--- src/rtl/mem_pkg.sv ---
// Shared definitions for the memory stage: ALU_Control load/store codes, FSM encoding
// and access-size decode helpers used by mem_stage and mem_align.
package mem_pkg;

    localparam logic [5:0] ALU_LB  = 6'h20;
    localparam logic [5:0] ALU_LH  = 6'h21;
    localparam logic [5:0] ALU_LW  = 6'h23;
    localparam logic [5:0] ALU_LBU = 6'h24;
    localparam logic [5:0] ALU_LHU = 6'h25;
    localparam logic [5:0] ALU_SB  = 6'h28;
    localparam logic [5:0] ALU_SH  = 6'h29;
    localparam logic [5:0] ALU_SW  = 6'h2B;

    localparam logic [0:0] IDLE   = 1'b0;
    localparam logic [0:0] ACCESS = 1'b1;

    typedef enum logic [1:0] {
        SIZE_BYTE = 2'd0,
        SIZE_HALF = 2'd1,
        SIZE_WORD = 2'd2
    } mem_size_t;

    typedef struct packed {
        mem_size_t size;
        logic      is_unsigned;
    } mem_fmt_t;

    // Codes that are not a recognised load/store fall back to a word access.
    function automatic mem_fmt_t decode_fmt(input logic [5:0] alu_ctrl);
        mem_fmt_t fmt;
        fmt.size        = SIZE_WORD;
        fmt.is_unsigned = 1'b0;
        case (alu_ctrl)
            ALU_LB, ALU_SB: fmt.size = SIZE_BYTE;
            ALU_LBU: begin
                fmt.size        = SIZE_BYTE;
                fmt.is_unsigned = 1'b1;
            end
            ALU_LH, ALU_SH: fmt.size = SIZE_HALF;
            ALU_LHU: begin
                fmt.size        = SIZE_HALF;
                fmt.is_unsigned = 1'b1;
            end
            default: fmt.size = SIZE_WORD;
        endcase
        return fmt;
    endfunction

    function automatic logic is_misaligned(input mem_size_t size, input logic [1:0] addr_lo);
        logic bad;
        case (size)
            SIZE_HALF: bad = addr_lo[0];
            SIZE_WORD: bad = (addr_lo != 2'b00);
            default:   bad = 1'b0;
        endcase
        return bad;
    endfunction

    function automatic logic [31:0] align_addr(input mem_size_t size, input logic [31:0] addr);
        logic [31:0] aligned;
        case (size)
            SIZE_HALF: aligned = {addr[31:1], 1'b0};
            SIZE_WORD: aligned = {addr[31:2], 2'b00};
            default:   aligned = addr;
        endcase
        return aligned;
    endfunction

endpackage

--- src/rtl/mem_align.sv ---
// Combinational lane logic: store byte enables and replication, load lane select
// with sign/zero extension (little-endian).
module mem_align
    import mem_pkg::*;
(
    input  mem_size_t   size,
    input  logic        is_unsigned,
    input  logic        is_store,
    input  logic [1:0]  addr_lo,
    input  logic [31:0] store_data,
    input  logic [31:0] load_word,
    output logic [3:0]  byte_en,
    output logic [31:0] store_word,
    output logic [31:0] load_data
);

    logic [7:0]  lane_byte;
    logic [15:0] lane_half;

    always_comb begin
        case (addr_lo)
            2'd0:    lane_byte = load_word[7:0];
            2'd1:    lane_byte = load_word[15:8];
            2'd2:    lane_byte = load_word[23:16];
            default: lane_byte = load_word[31:24];
        endcase
        lane_half = addr_lo[1] ? load_word[31:16] : load_word[15:0];
    end

    // Loads always fetch the whole word; only stores narrow the byte enables.
    always_comb begin
        byte_en    = 4'b1111;
        store_word = store_data;
        load_data  = load_word;
        case (size)
            SIZE_BYTE: begin
                load_data = is_unsigned ? {24'h0, lane_byte} : {{24{lane_byte[7]}}, lane_byte};
                if (is_store) begin
                    byte_en    = 4'b0001 << addr_lo;
                    store_word = {4{store_data[7:0]}};
                end
            end
            SIZE_HALF: begin
                load_data = is_unsigned ? {16'h0, lane_half} : {{16{lane_half[15]}}, lane_half};
                if (is_store) begin
                    byte_en    = addr_lo[1] ? 4'b1100 : 4'b0011;
                    store_word = {2{store_data[15:0]}};
                end
            end
            default: begin
                load_data = load_word;
            end
        endcase
    end

endmodule

--- src/rtl/mem_stage.sv ---
// Pipeline MEM stage with a two-state data-memory handshake and optional access timeout.
// Define UNALIGNED_TRAP_EN to flag misaligned accesses instead of truncating addresses.
module mem_stage
    import mem_pkg::*;
#(
    parameter int DMEM_TIMEOUT = 0
) (
    input  logic        CLK,
    input  logic        RESET,
    input  logic [31:0] Instr_IN,
    input  logic [31:0] Instr_PC_IN,
    input  logic [31:0] ALU_result_IN,
    input  logic [4:0]  WriteRegister_IN,
    input  logic [31:0] MemWriteData_IN,
    input  logic        RegWrite_IN,
    input  logic        MemRead_IN,
    input  logic        MemWrite_IN,
    input  logic [5:0]  ALU_Control_IN,
    output logic        dmem_req,
    output logic        dmem_we,
    output logic [31:0] dmem_addr,
    output logic [31:0] dmem_wdata,
    output logic [3:0]  dmem_be,
    input  logic        dmem_ack,
    input  logic [31:0] dmem_rdata,
    output logic [31:0] Instr_OUT,
    output logic [31:0] Instr_PC_OUT,
    output logic [31:0] WriteData_OUT,
    output logic [4:0]  WriteRegister_OUT,
    output logic        RegWrite_OUT,
    output logic [31:0] Fwd_EXEMEM_OUT,
    output logic        Stall_OUT,
    output logic        Misalign_OUT,
    output logic        Timeout_OUT
);

    logic [0:0]  state;
    logic [31:0] lat_addr;
    logic [31:0] lat_data;
    logic [31:0] lat_instr;
    logic [31:0] lat_pc;
    logic [4:0]  lat_wreg;
    logic        lat_regwrite;
    logic        lat_store;
    mem_fmt_t    lat_fmt;
    logic [31:0] wait_cnt;

    mem_fmt_t    in_fmt;
    logic        mem_op;
    logic        trap_in;
    logic        start_access;
    logic        timeout_hit;
    logic [31:0] load_data;

    assign in_fmt = decode_fmt(ALU_Control_IN);
    assign mem_op = MemRead_IN | MemWrite_IN;

`ifdef UNALIGNED_TRAP_EN
    assign trap_in = mem_op & is_misaligned(in_fmt.size, ALU_result_IN[1:0]);

    always_ff @(posedge CLK or negedge RESET) begin
        if (!RESET) begin
            Misalign_OUT <= 1'b0;
        end else begin
            Misalign_OUT <= (state == IDLE) & trap_in;
        end
    end
`else
    assign trap_in      = 1'b0;
    assign Misalign_OUT = 1'b0;
`endif

    assign start_access = (state == IDLE) & mem_op & ~trap_in;
    assign timeout_hit  = (DMEM_TIMEOUT > 0) && (wait_cnt == 32'(DMEM_TIMEOUT - 1));

    assign dmem_req       = (state == ACCESS);
    assign dmem_we        = dmem_req & lat_store;
    assign dmem_addr      = {lat_addr[31:2], 2'b00};
    assign Fwd_EXEMEM_OUT = ALU_result_IN;
    assign Stall_OUT      = (state == IDLE) ? start_access : ~dmem_ack;

    mem_align u_align (
        .size        (lat_fmt.size),
        .is_unsigned (lat_fmt.is_unsigned),
        .is_store    (lat_store),
        .addr_lo     (lat_addr[1:0]),
        .store_data  (lat_data),
        .load_word   (dmem_rdata),
        .byte_en     (dmem_be),
        .store_word  (dmem_wdata),
        .load_data   (load_data)
    );

    // A mem op entering from IDLE becomes a bubble; WB sees it only when the ack arrives.
    always_ff @(posedge CLK or negedge RESET) begin
        if (!RESET) begin
            state             <= IDLE;
            lat_addr          <= '0;
            lat_data          <= '0;
            lat_instr         <= '0;
            lat_pc            <= '0;
            lat_wreg          <= '0;
            lat_regwrite      <= 1'b0;
            lat_store         <= 1'b0;
            lat_fmt           <= '{size: SIZE_WORD, is_unsigned: 1'b0};
            wait_cnt          <= '0;
            Instr_OUT         <= '0;
            Instr_PC_OUT      <= '0;
            WriteData_OUT     <= '0;
            WriteRegister_OUT <= '0;
            RegWrite_OUT      <= 1'b0;
            Timeout_OUT       <= 1'b0;
        end else begin
            Timeout_OUT <= 1'b0;
            if (state == IDLE) begin
                Instr_OUT         <= Instr_IN;
                Instr_PC_OUT      <= Instr_PC_IN;
                WriteRegister_OUT <= WriteRegister_IN;
                WriteData_OUT     <= ALU_result_IN;
                RegWrite_OUT      <= RegWrite_IN & ~mem_op;
                wait_cnt          <= '0;
                if (start_access) begin
                    lat_addr     <= align_addr(in_fmt.size, ALU_result_IN);
                    lat_data     <= MemWriteData_IN;
                    lat_instr    <= Instr_IN;
                    lat_pc       <= Instr_PC_IN;
                    lat_wreg     <= WriteRegister_IN;
                    lat_regwrite <= RegWrite_IN;
                    lat_store    <= MemWrite_IN;
                    lat_fmt      <= in_fmt;
                    state        <= ACCESS;
                end
            end else if (dmem_ack) begin
                Instr_OUT         <= lat_instr;
                Instr_PC_OUT      <= lat_pc;
                WriteRegister_OUT <= lat_wreg;
                WriteData_OUT     <= lat_store ? lat_addr : load_data;
                RegWrite_OUT      <= lat_regwrite;
                state             <= IDLE;
            end else begin
                RegWrite_OUT <= 1'b0;
                if (timeout_hit) begin
                    Timeout_OUT <= 1'b1;
                    state       <= IDLE;
                end else begin
                    wait_cnt <= wait_cnt + 32'd1;
                end
            end
        end
    end

endmodule

--- config.mk ---
export PLATFORM = sky130hd
export DESIGN_NAME = mem_stage
export DESIGN_NICKNAME = d
export VERILOG_FILES = /design/src/rtl/mem_pkg.sv /design/src/rtl/mem_align.sv /design/src/rtl/mem_stage.sv
export SDC_FILE = /design/constraint.sdc
export NUM_CORES = 1
export LEC_CHECK = 0
export CAP_MARGIN = 10
export CORE_MARGIN = 5
export CORE_UTILIZATION = 42
export DETAILED_ROUTE_END_ITERATION = 10
export PLACE_DENSITY = 0.85
export SLEW_MARGIN = 20
export SYNTH_ARGS = -nofsm -noshare
export SYNTH_HDL_FRONTEND = slang
export SYNTH_SLANG_ARGS = --single-unit
--- constraint.sdc ---
create_clock -name CLK -period 2.17 [get_ports CLK]
set_clock_uncertainty 0.2 [all_clocks]
set_input_delay 0.5425 -clock CLK [delete_from_list [all_inputs] [get_ports CLK]]
set_output_delay 0.5425 -clock CLK [all_outputs]
set_load 0.02 [all_outputs]
* Yosys cells after proc, flatten, opt, wreduce, memory -nomap -nowiden
Cells that the tools add are included.
** Storage, ports and cells
- Register bits :: 241
- Input port bits :: 177
- Output and inout bits :: 207
- Word-level logic and storage cells :: 71
** Operators by class
- Eq/ne operators :: 12
- Shift operators :: 1
- Multiplexer cells :: 30
- Bitwise logic cells :: 7
- Reductions and logical operators :: 6
** Operators with widths (number)
- $mux 32 :: 11
- $pmux 32 s2 :: 2
- $eq 6x6->1 const B :: 6
- $pmux 8 s3 :: 1
- $mux 16 :: 1
- $mux 4 :: 3
- $mux 5 :: 2
- $pmux 2 s2 :: 2
- $pmux 4 s2 :: 1
- $mux 1 :: 7
- $eq 2x1->1 const B :: 3
- $reduce_or 3->1 :: 2
- $eq 2x2->1 const B :: 2
- $logic_not 2->1 :: 2
- $shl 1x2->4 const A :: 1
- $and 1x1->1 :: 3
- $not 1->1 :: 3
- $ne 2x2->1 const B :: 1
- $reduce_and 2->1 :: 1
- $reduce_or 2->1 :: 1
- $or 1x1->1 :: 1

* Logic depth before layout (Yosys ltp)
Gate-level depths: netlist of run 1.
- Depth in word-level cells :: 7
- Mapped depth :: 7
- Depth with buffers taken out :: 4

* By module
A second synthesis of run 1 with hierarchy kept.
** Second synthesis, totals
- Cells, all modules :: 1064
- Area, all modules :: 12532.0 µm²
** Modules (own cells, without submodules)
- mem_stage :: times used 1, cells an instance 853, area an instance 11020.6 µm², sequential area each 6032.0 µm²
- mem_align :: times used 1, cells an instance 211, area an instance 1511.4 µm², sequential area each 0.0 µm²

* Worst setup path after synthesis of run 1
No wires, ideal clock.
- Path type :: reg2out
- From :: reg state, in the netlist dmem_req
- To :: out Stall_OUT
- Arrival time :: 1.651 ns
- Data required time :: 1.427 ns
- Setup slack :: -0.224 ns
- Stages on the path, launching flop included :: 6
- Path buffers :: 3
- Cells stage by stage :: dfrtp_1 buf_2 inv_1 clkbuf_1 clkbuf_1 o21ai_0
** Between the ends
- Word-level cells in the longest chain between the ends :: 3
** Ends and longest elaborated chain
- from (decl) :: line mem_stage.sv:37 : logic [0:0] state;
- from (signal assigned) :: line mem_stage.sv:97 : state <= IDLE;
- from (signal assigned) :: line mem_stage.sv:131 : state <= ACCESS;
- from (signal assigned) :: line mem_stage.sv:139 : state <= IDLE;
- $not 1->1 (no source line)
- $and 1x1->1 :: line mem_stage.sv:73 : assign start_access = (state == IDLE) & mem_op & ~trap_in;
- $mux 1 (*) :: line mem_stage.sv:80 : assign Stall_OUT = (state == IDLE) ? start_access : ~dmem_ack;
- to (decl) :: line mem_stage.sv:32 : output logic Stall_OUT,
Every way passes the cells marked *; elsewhere a longest branch is shown, timed or not.

* Worst setup path after layout of run 1
- From :: reg lat_fmt[2] (netlist bit)
- To :: out dmem_wdata[14]
** Between the ends
- Word-level cells in the longest chain between the ends :: 2
- Elaborated cells between the ends (all ways) :: 3
- Those cells by class :: eq/ne (1); mux (1); reduce/logical (1)
** Ends and longest elaborated chain
- from (decl) :: line mem_stage.sv:45 : mem_fmt_t lat_fmt;
- from (signal assigned) :: line mem_stage.sv:105 : lat_fmt <= '{size: SIZE_WORD, is_unsigned: 1'b0};
- from (signal assigned) :: line mem_stage.sv:130 : lat_fmt <= in_fmt;
- $eq 2x1->1 / $logic_not 2->1 (equally long branches) :: line mem_align.sv:35 : case (size)
- $pmux 32 s2 (*) :: line mem_align.sv:35
- to (decl) :: line mem_stage.sv:22 : output logic [31:0] dmem_wdata,
Marked as above.

==> flow_summary.yaml, run 1 <==
finish:
  final_layout_size_suffix_gt1_frac: 0.275
  layout.filler_cells: 2140
  areaGrowthSynthToFinish_pct: 47.6
  nets: 1652
  n_antenna_cell: 0
power_and_ir_drop:
  fin_total_pwr_mw: 20.3
  p_sw_frac: 0.365
  p_leak_nw: 7.79
  power_report.internal_total_mw: 12.9
  p_sw_mw: 7.41
  p_clk_frac: 0.243
  power.density_cell_area_nw_per_um2: 1160
  pwr-share-seq: 0.351
  pwr-share-comb: 0.406
  ir_drop_v: 0.000781
clocking:
  worst_skew_late_latency_ps: 540
  clock-root-buffer: "sky130_fd_sc_hd__clkbuf_16"
  cts_htree_levels: 1
  ctsLongestPathBuffers: 3
  tritoncts.num_buffers: 27
  cts_tree: "done"
  clkTransAtPathRegs_ps: 60
  clock-sinks: 241
setup_path:
  cp_num_buf_inv: 3
  worst_setup_path_startpoint: "lat_fmt[2]$_DFFE_PN1P_"
  critical-path-slowest-cell: "sky130_fd_sc_hd__dfstp_2"
  setup.worst_path.end: "dmem_wdata[14]"
  timing.critical_path.cells: "inv_4 -> nand2_8 -> nor2_4 -> buf_12 -> mux2_4 -> buf_6"
  critPathArrivalTime_ps: 1850
  reg2reg_to: "WriteData_OUT[9]$_DFFE_PN0P_"
  critical_path_cell_count: 6
  worst_setup_path_start_kind: "register"
  reg2reg_from: "lat_fmt[2]$_DFFE_PN1P_"
  timing.critical_path.slowest_cell_delay_ps: 560
  timing.reg2reg.setup_slack_ps: -100
  required_ps: 1430
  worstRegToRegCells: 5
  cp_max_fo: 8
  path_class: "register to output port"
  critical-path-top-delay-family: "flip-flops"
  endpoint_kind: "output port"
logic_synthesis:
  yosysUniqueCellTypes: 51
  synth-edff-count: 0
  synth_most_common_cell: "sky130_fd_sc_hd__dfrtp_1"
  synth_ff_type: "sky130_fd_sc_hd__dfrtp_1"
  synth_top_area_cell: "sky130_fd_sc_hd__dfrtp_1"
  synth_top_cells_by_area: "sky130_fd_sc_hd__dfrtp_1, sky130_fd_sc_hd__mux2_2, sky130_fd_sc_hd__mux2i_1"
  synth-async-reset-ratio: 1.00
  synth-seq-area-share: 0.508
  synth_top_cells_by_count: "sky130_fd_sc_hd__dfrtp_1, sky130_fd_sc_hd__mux2_2, sky130_fd_sc_hd__a21oi_1, sky130_fd_sc_hd__nor2_1, sky130_fd_sc_hd__mux2i_1"
  yosys.area.top_type_share: 0.506
  register_bit_count_reported_by_yosys: 241
  syn_area_sq_um: 11900
  synth_cells: 1084
  synth.yosys.warnings: 0
  postSynthAreaPerCell_sq_um: 11.0
floorplan:
  floorplan.die.height_um: 178
  floorplan.die_area_sq_um: 31700
  initial_utilization: 0.426
  die_w_um: 178
  placement_rows: 61
  floorplan.core_area_sq_um: 27900
  io_pins: 384
route:
  number_of_violations_reported_at_the_end_of_detailed_routing_iteration_0: 734
  vias: 10138
  drt_wl_total_mm: 39.4
  vias_per_instance: 5.41
  drt.antenna.violating_nets: 0
  route.detailed.wl_per_inst_um: 21.0
  first_pass_drt_iterations: 5
  detail_route.drc_violations: 0
placement:
  gp_routability_congestion: 0.903
  dp.final_hpwl_mm: 28.7
  io_buffers: 379
  place_worst_setup_slack_ps: -344
sta:
  slew_headroom: 0.476
  hold_slack_ps: 188
  tightest_slew_ps: 786
  setup_slack_ps: -424
  number_of_max_slew_violations_in_the_final_report: 0
  achievable-frequency_mhz: 385
  rsz0062_at_grt: "true"
  finalSetupViolations: 38
  tns_ps: -10130
  final_count_of_hold_timing_violations: 0
  period_needed_ps: 2590
  period_share: 1.20
run_status:
  failing_checks: "negative setup slack"
  outcome: "finished with violations"
global_routing:
  grt_usage: 0.236
  grt_antenna_before_repair: 1
  grt_max_degree: 85
  first_global_vias: 10630
  grt_overflow_total: 0
  grt_first_pass_wirelength_mm: 59.6
run:
  max_cap_violations: 0
worst_hold_path:
  min-delay-path-class: "input port to register"
## power groups by stage
stage	Clock, mW	Sequential (mW)	Combinational, mW
final	4.94	7.13	8.24
after global routing	5.21	7.33	8.76
after CTS	5.02	7.11	8.15
after detailed placement	0	7.19	8.57
after global placement	0	7.09	8.38
after floorplan	0	7.70	4.16
## tightest hold or removal path, stage by stage
cell and delay, ps:
sky130_fd_sc_hd__dlymetal6s2s_1 160, sky130_fd_sc_hd__nor2_1 60, sky130_fd_sc_hd__nand2_1 60, sky130_fd_sc_hd__o21ai_0 70
## metrics by stage
stage          std cells   util  area [sq um]
6_report            1873  0.629         17500
3_5_place_dp        1799  0.586         16300
3_3_place_gp        1799  0.586         16300
2_1_floorplan       1087      -         12000
5_1_grt             1873  0.629         17500
4_1_cts             1864  0.623         17400
## layout make-up
class / instances / area, sq um / area share
flip-flops and latches: 241 / 6040 / 0.344
clock buffers: 40 / 774 / 0.0442
inverters: 11 / 51.3 / 0.00293
well taps: 378 / 473 / 0.0270
repair buffers: 513 / 4860 / 0.277
multi-input cells: 681 / 5150 / 0.294
clock inverters: 9 / 185 / 0.0106
## kinds of logic (layout without fill, tap and decap cells)
logic type,count (synthesis),count (layout),synth area share
buf+inv,165,573,0.0788
other cells,1,4,0.000316
mux,222,222,0.202
flops,241,241,0.508
compound gates,235,235,0.127
simple gates,220,220,0.0835
## cells in the final DEF, fill, tap and decap left out, drive strengths merged, types with 7 or more instances in the layout
| cell | Yosys | final |
|---|---|---|
| o31ai | 9 | 9 |
| clkdlybuf4s15 | 0 | 7 |
| inv | 9 | 10 |
| a221oi | 8 | 8 |
| dlygate4sd2 | 0 | 163 |
| o21ai | 41 | 41 |
| mux2 | 143 | 143 |
| nand2 | 70 | 70 |
| a22oi | 24 | 24 |
| nor2b | 22 | 22 |
| a311oi | 17 | 17 |
| nand3 | 11 | 11 |
| nor2 | 90 | 90 |
| nand2b | 8 | 8 |
| o211ai | 16 | 16 |
| clkdlybuf4s50 | 0 | 173 |
| a21oi | 92 | 92 |
| mux2i | 79 | 79 |
| dfrtp | 240 | 240 |
| buf | 108 | 165 |
| clkbuf | 46 | 43 |
## worst min-delay path by stage
stage | slack [ps] | end | depth (start not counted) | start
after global routing | 210 | RegWrite_OUT$_DFF_PN0_ | 4 | MemRead_IN
after floorplan | 50 | Instr_OUT[0]$_DFFE_PN0P_ | 0 | RESET
after global placement | 280 | WriteData_OUT[17]$_DFFE_PN0P_ | 2 | WriteData_OUT[17]$_DFFE_PN0P_
after CTS | 210 | WriteData_OUT[2]$_DFFE_PN0P_ | 3 | dmem_ack
final | 190 | RegWrite_OUT$_DFF_PN0_ | 4 | MemRead_IN
after detailed placement | 290 | WriteData_OUT[19]$_DFFE_PN0P_ | 2 | WriteData_OUT[19]$_DFFE_PN0P_
## sequential cells by signal, indices dropped and copies added (netlist names)
signal,flops
Instr_OUT,32
Instr_PC_OUT,32
RegWrite_OUT,1
WriteData_OUT,32
WriteRegister_OUT,5
dmem_req,1
lat_addr,32
lat_data,32
lat_fmt,3
lat_instr,32
lat_pc,32
lat_regwrite,1
lat_store,1
lat_wreg,5
## layer usage
layer	vias up	global-route usage	wire [um]	part of all wire
met4	0	0.0873	1770	0.045
met2	514	0.406	19100	0.48
met3	114	0.0704	3960	0.10
met1	4947	0.281	14500	0.37
met5	-	0	0	0
li1	4563	-	-	-
## what timing repair did
item	CTS	global route
endpoints found under the setup margin	210	48
cloned	0	1
endpoints found under the hold margin	43	0
pin swaps	4	3
buffers inserted	15	9
resized for setup	375	33
hold buffers	1	0
Power figures use the tool's default switching activity.
==> run 2: changes to the inputs <==
--- a/config.mk
+++ b/config.mk
@@ -6,11 +6,11 @@
 export NUM_CORES = 1
 export LEC_CHECK = 0
 export CAP_MARGIN = 10
-export CORE_MARGIN = 5
-export CORE_UTILIZATION = 42
+export CORE_UTILIZATION = 43
 export DETAILED_ROUTE_END_ITERATION = 10
 export PLACE_DENSITY = 0.85
 export SLEW_MARGIN = 20
 export SYNTH_ARGS = -nofsm -noshare
 export SYNTH_HDL_FRONTEND = slang
+export SYNTH_HIERARCHICAL = 1
 export SYNTH_SLANG_ARGS = --single-unit
==> constraint.sdc (replaced) <==
create_clock -name CLK -period 2.17 [get_ports CLK]
set_clock_uncertainty 0.2 [all_clocks]
set_input_delay 0.434 -clock CLK [delete_from_list [all_inputs] [get_ports CLK]]
set_output_delay 0.434 -clock CLK [all_outputs]
set_load 0.02 [all_outputs]
==> flow_summary.yaml, run 2 <==
finish:
  n_antenna_cell: 0
  nets: 1614
  most-common-layout-cells: "sky130_fd_sc_hd__dfrtp_1, sky130_fd_sc_hd__clkdlybuf4s50_1, sky130_fd_sc_hd__mux2i_1, sky130_fd_sc_hd__dlygate4sd2_1, sky130_fd_sc_hd__nor2_1"
  areaGrowthSynthToFinish_pct: 44.8
  final_layout_size_suffix_gt1_frac: 0.280
  mostFrequentLayoutCell: "sky130_fd_sc_hd__dfrtp_1"
route:
  vias_per_instance: 5.19
  number_of_violations_reported_at_the_end_of_detailed_routing_iteration_0: 410
  vias: 9569
  detail_route.drc_violations: 0
  first_pass_drt_iterations: 4
  drt_wl_total_mm: 37.1
  route.detailed.wl_per_inst_um: 20.2
  drt.antenna.violating_nets: 0
global_routing:
  grt_max_degree: 92
  grt_overflow_total: 0
  first_global_vias: 10042
  grt_first_pass_wirelength_mm: 57.0
  grt_antenna_before_repair: 0
  grt_usage: 0.241
logic_synthesis:
  yosysUniqueCellTypes: 41
  synth_top_family_by_area: "multiplexers"
  synth_top_area_cell: "sky130_fd_sc_hd__dfrtp_1"
  synthXorXnorAreaFrac: 0
  synth_mux_area_frac: 0.275
  synth_most_common_cell: "sky130_fd_sc_hd__dfrtp_1"
  synth-simple-area-share: 0.0720
  synth-edff-count: 0
  synth_cells: 1064
  synth_top_cells_by_count: "sky130_fd_sc_hd__dfrtp_1, sky130_fd_sc_hd__mux2i_1, sky130_fd_sc_hd__nor2_1, sky130_fd_sc_hd__a21oi_1, sky130_fd_sc_hd__mux2_2"
  synth-seq-area-share: 0.481
  synth.yosys.warnings: 6
  post_synth_fa_ha_maj_area_fraction: 0
  synth_ff_type: "sky130_fd_sc_hd__dfrtp_1"
  synth-async-reset-ratio: 1.00
  syn_area_sq_um: 12500
  synth_top_cells_by_area: "sky130_fd_sc_hd__dfrtp_1, sky130_fd_sc_hd__mux2i_1, sky130_fd_sc_hd__mux2_4"
  register_bit_count_reported_by_yosys: 241
  yosys.area.top_type_share: 0.479
  synth_compound_gate_area_share: 0.0889
  postSynthAreaPerCell_sq_um: 11.8
power_and_ir_drop:
  fin_total_pwr_mw: 16.7
  ir_drop_v: 0.000814
  power.density_cell_area_nw_per_um2: 918
  p_leak_nw: 8.51
run:
  max_cap_violations: 0
setup_path:
  critical_path_cell_count: 5
  cp_max_fo: 6
  critical-path-top-delay-family: "flip-flops"
  worst_setup_path_start_kind: "register"
  cp_num_buf_inv: 2
  worstRegToRegCells: 8
  critPathArrivalTime_ps: 1870
  critical-path-slowest-cell: "sky130_fd_sc_hd__dfstp_2"
  endpoint_kind: "output port"
  required_ps: 1540
  path_class: "register to output port"
  timing.critical_path.slowest_cell_delay_ps: 550
  timing.critical_path.cells: "nand2b_4 -> nor2_4 -> buf_12 -> mux2_2 -> buf_6"
clocking:
  cts_tree: "done"
  worst_skew_late_latency_ps: 540
  tritoncts.num_buffers: 27
  clkTransAtPathRegs_ps: 60
  clock-root-buffer: "sky130_fd_sc_hd__clkbuf_16"
  clock-sinks: 241
  ctsLongestPathBuffers: 3
  cts_htree_levels: 1
sta:
  period_share: 1.16
  tightest_slew_ps: 535
  number_of_max_slew_violations_in_the_final_report: 0
  finalSetupViolations: 53
  period_needed_ps: 2510
  hold_slack_ps: 218
  setup_slack_ps: -337
  slew_headroom: 0.643
  rsz0062_at_grt: "true"
  final_count_of_hold_timing_violations: 0
  achievable-frequency_mhz: 399
worst_hold_path:
  min-delay-path-class: "input port to asynchronous set/reset pin"
floorplan:
  io_pins: 384
  placement_rows: 62
  floorplan.core_area_sq_um: 28700
  initial_utilization: 0.437
  floorplan.die_area_sq_um: 29800
  die_w_um: 173
  floorplan.die.height_um: 173
run_status:
  outcome: "finished with violations"
  failing_checks: "negative setup slack"
placement:
  io_buffers: 379
  gp_routability_congestion: 0.893
  dp.final_hpwl_mm: 25.7
[run 2: cell count changes after synthesis, sizes merged, moves of 16 or more]
cell    delta
a22oi     -24
a311oi    -17
mux2i     +45
mux2      +30
o22ai     +16
nand2     -24
[run 2: worst paths after layout]
check                                            start                                to  slack, ps
worst max-delay path            lat_fmt[2]$_DFFE_PN1P_                     dmem_wdata[9]       -340
min in group CLK                       Instr_PC_IN[25]      Instr_PC_OUT[25]$_DFFE_PN0P_        280
max in group asynchronous                        RESET  WriteRegister_OUT[0]$_DFFE_PN0P_        830
worst max register to register  lat_fmt[1]$_DFFE_PN0P_      WriteData_OUT[9]$_DFFE_PN0P_       -180
worst min-delay path                             RESET          lat_addr[11]$_DFFE_PN0P_        220
worst min register to register  lat_pc[12]$_DFFE_PN0P_            lat_pc[12]$_DFFE_PN0P_        310
[run 2: per-stage QoR]
stage / utilization / cell area, sq um / TNS (ps) / setup slack [ps] / std cells
after global placement: 0.586 / 16800 / -33220 / -348 / 1779
after floorplan: - / 12500 / 0 / 26.8 / 1067
after CTS: 0.624 / 17900 / -9590 / -327 / 1840
after global routing: 0.632 / 18200 / -11040 / -372 / 1842
after detailed placement: 0.586 / 16800 / -36090 / -423 / 1779
final: 0.632 / 18200 / -7640 / -337 / 1842
[run 2: final cells by class]
cell class                 instances  area [sq um]
clock inverter                     8           146
clock buffer                      42           812
fill                            2177         10600
inverter                           6          22.5
multi-input combinational        670          5670
tap                              384           480
sequential                       241          6040
timing repair buffer             491          4980
[run 2: what timing repair did]
item | 4_1_cts | 5_1_grt
setup buffers | 7 | 3
endpoints found under the hold margin | 47 | 0
gates cloned | 2 | 0
pin swaps | 27 | 14
endpoints found under the setup margin | 163 | 100
hold buffers | 2 | 0
resized for setup | 293 | 89
[run 2: where the power goes]
part	leakage, nW	internal, mW	switching (mW)
registers	2.78	5.46	0.651
logic	5.26	2.90	2.76
clock network	0.468	3.04	1.86
total	8.51	11.4	5.27
[run 2: logic make-up (layout without fill, tap and decap cells)]
logic type      count (synthesis)  after routing
flops                         241            241
other cells                     1              4
simple gates                  199            199
buf+inv                       156            547
compound gates                170            170
mux                           297            297
[run 2: routing by layer]
layer | GRT usage | vias to the layer above | routed length, um
met5 | 0 | - | 0
met4 | 0.0985 | 0 | 1590
met3 | 0.0558 | 85 | 2340
met2 | 0.425 | 359 | 18700
met1 | 0.281 | 4744 | 14500
li1 | - | 4381 | -
==> run 3: changes to the inputs <==
--- a/config.mk
+++ b/config.mk
@@ -14,3 +14,4 @@
 export SYNTH_HDL_FRONTEND = slang
 export SYNTH_HIERARCHICAL = 1
 export SYNTH_SLANG_ARGS = --single-unit
+export TNS_END_PERCENT = 100
==> results of run 3 <==
No change in the layout: final DEF, timing and power equal those of run 2.
==> RTL edit, RTL diff (settings of run 1) <==
Add a define of `UNALIGNED_TRAP_EN`.
--- a/src/rtl/mem_stage.sv
+++ b/src/rtl/mem_stage.sv
@@ -2,2 +2,4 @@
 // Define UNALIGNED_TRAP_EN to flag misaligned accesses instead of truncating addresses.
+`define UNALIGNED_TRAP_EN
+
 module mem_stage
Check against the original RTL: not equivalent (Yosys sat finds a counterexample within 4 cycles, from zero or initial values and one cycle with RESET low).
==> RTL edit against run 1 <==
- the flow still finishes with violations (setup timing)
- total power decreased by 12%
- routed wire length increased by 6.7%
- sequential cell count increased by 1
- worst setup slack improved by 0.0020 ns
- clock power decreased by 7.1%
- synthesized area increased by 4.4%
- final area increased by 5.1%
- synthesized cell count decreased by 1.5%
- combinational power decreased by 18%
- critical path type unchanged
==> RTL edit: results <==
set metrics [dict create \
    status "complete, but fails checks" \
    violations "setup timing" \
    grt_max_degree 86 \
    nFillCells 2243 \
    drive_above_1_share_pct 30.5 \
    firstDrtPassIters 5 \
    ys_seq_area_share_pct 48.8 \
    nets 1645 \
    worstMarginPinSlew_ns 0.854 \
    vdd_drop_max_mv 0.571 \
    grt_first_pass_wirelength_mm 60.5 \
    drtIter0Drc 692 \
    clock_path_buffers 3 \
    routed_via_density 5.42 \
    ys_async_sr_fraction_pct 100 \
    clk_latency_ns 0.54 \
    clk_pin_slew_worst_paths_ns 0.06 \
    critPathMaxStageDelay_ns 0.54 \
    fin_ws_ns -0.422 \
    routedWlPerCell_um 22.3 \
    cts_made_buffers 27 \
    numPortBuffers 380 \
    synth_ff_type "dfrtp_1" \
    grt_usage_pct 22.8 \
    place_hpwl_mm 26.9 \
    min_path_type "in -> reg" \
    synth_cell_types 50 \
    setup_viol 31 \
    leakage_nw 8.66 \
    synth_common_cells "dfrtp_1 (241), mux2_4 (127), a21oi_1 (110)" \
    antenna_found_initial 9 \
    ys_warn_count 0 \
    grt_pass1_vias 10500 \
    synthTopCellsByArea "dfrtp_1 (49%), mux2_4 (15%), mux2i_1 (6.3%), buf_4 (4.5%), a21oi_1 (4.4%)" \
    crit_arrival_ns 1.85 \
    gp_congestion 0.888 \
]
[RTL edit: worst paths after layout]
path / start / to / slack, ns / cells past startpoint
min reg2reg: WriteData_OUT[22] / WriteData_OUT[22] / 0.29 / 2
max in group asynchronous: RESET / lat_data[7] / 0.71 / 4
min in group asynchronous: RESET / Instr_OUT[7] / 0.29 / 2
max: lat_fmt[2] / dmem_wdata[9] / -0.42 / 6
max reg2reg: lat_addr[1] / WriteData_OUT[17] / 0 / 6
min: ALU_Control_IN[0] / lat_addr[0] / 0.23 / 3
[RTL edit: per-layer routing]
metal / global-route usage (%) / wire, um / vias up
met1: 27.5 / 16100 / 5003
met5: 0 / 63 / -
met2: 38.0 / 20300 / 529
li1: - / - / 4532
met3: 6.05 / 3570 / 133
met4: 10.5 / 2020 / 8
[RTL edit: cell families (layout without fill, tap and decap cells)]
kind of cell    Yosys count  count (layout)  share of synthesized area (%)
other cells               1               8                         0.0302
simple gates            195             195                           7.46
buf+inv                 160             578                           8.83
compound gates          247             247                           11.6
flops                   242             242                           48.8
mux                     223             224                           23.3
[RTL edit: timing repair]
action                                  4_1_cts  5_1_grt
hold buffers                                  1        0
buffers inserted                             10       12
gates cloned                                  7       15
endpoints found under the setup margin      366      194
resized for setup                           465       64
endpoints found under the hold margin        29        0
pin swaps                                    29       11
[RTL edit: metrics by stage]
stage | util (%) | setup slack, ns | instances | setup TNS, ns | cell area, sq um
4_1_cts | 60.6 | -0.444 | 1854 | -9.49 | 17800
6_report | 62.7 | -0.422 | 1884 | -9.74 | 18400
3_3_place_gp | 56.2 | -1.18 | 1787 | -154.63 | 16500
3_5_place_dp | 56.2 | -1.20 | 1787 | -158.99 | 16500
5_1_grt | 62.7 | -0.461 | 1884 | -12.22 | 18400
2_1_floorplan | - | -0.210 | 1070 | -2.45 | 12500
[RTL edit: cell type report]
cell class / count / share of cell area (%)
diodes: 5 / 0.0679
clock buffers: 43 / 4.64
clock inverters: 7 / 0.272
inverters: 11 / 0.224
multi-input cells: 669 / 30.9
flip-flops and latches: 242 / 32.9
well taps: 390 / 2.65
repair buffers: 517 / 28.3
[RTL edit: power breakdown]
| group | leakage (nW) | switching (mW) | internal (mW) |
|---|---|---|---|
| clock network | 0.457 | 1.89 | 2.70 |
| logic | 5.38 | 3.33 | 3.41 |
| registers | 2.82 | 0.850 | 5.64 |
[RTL edit: worst reg2reg max path: cells and delay by family (launching register included)]
| family | cells | cell delay (ns) |
|---|---|---|
| mux | 2 | 0.67 |
| buf+inv | 2 | 0.34 |
| flops | 1 | 0.44 |
| compound gates | 2 | 0.39 |
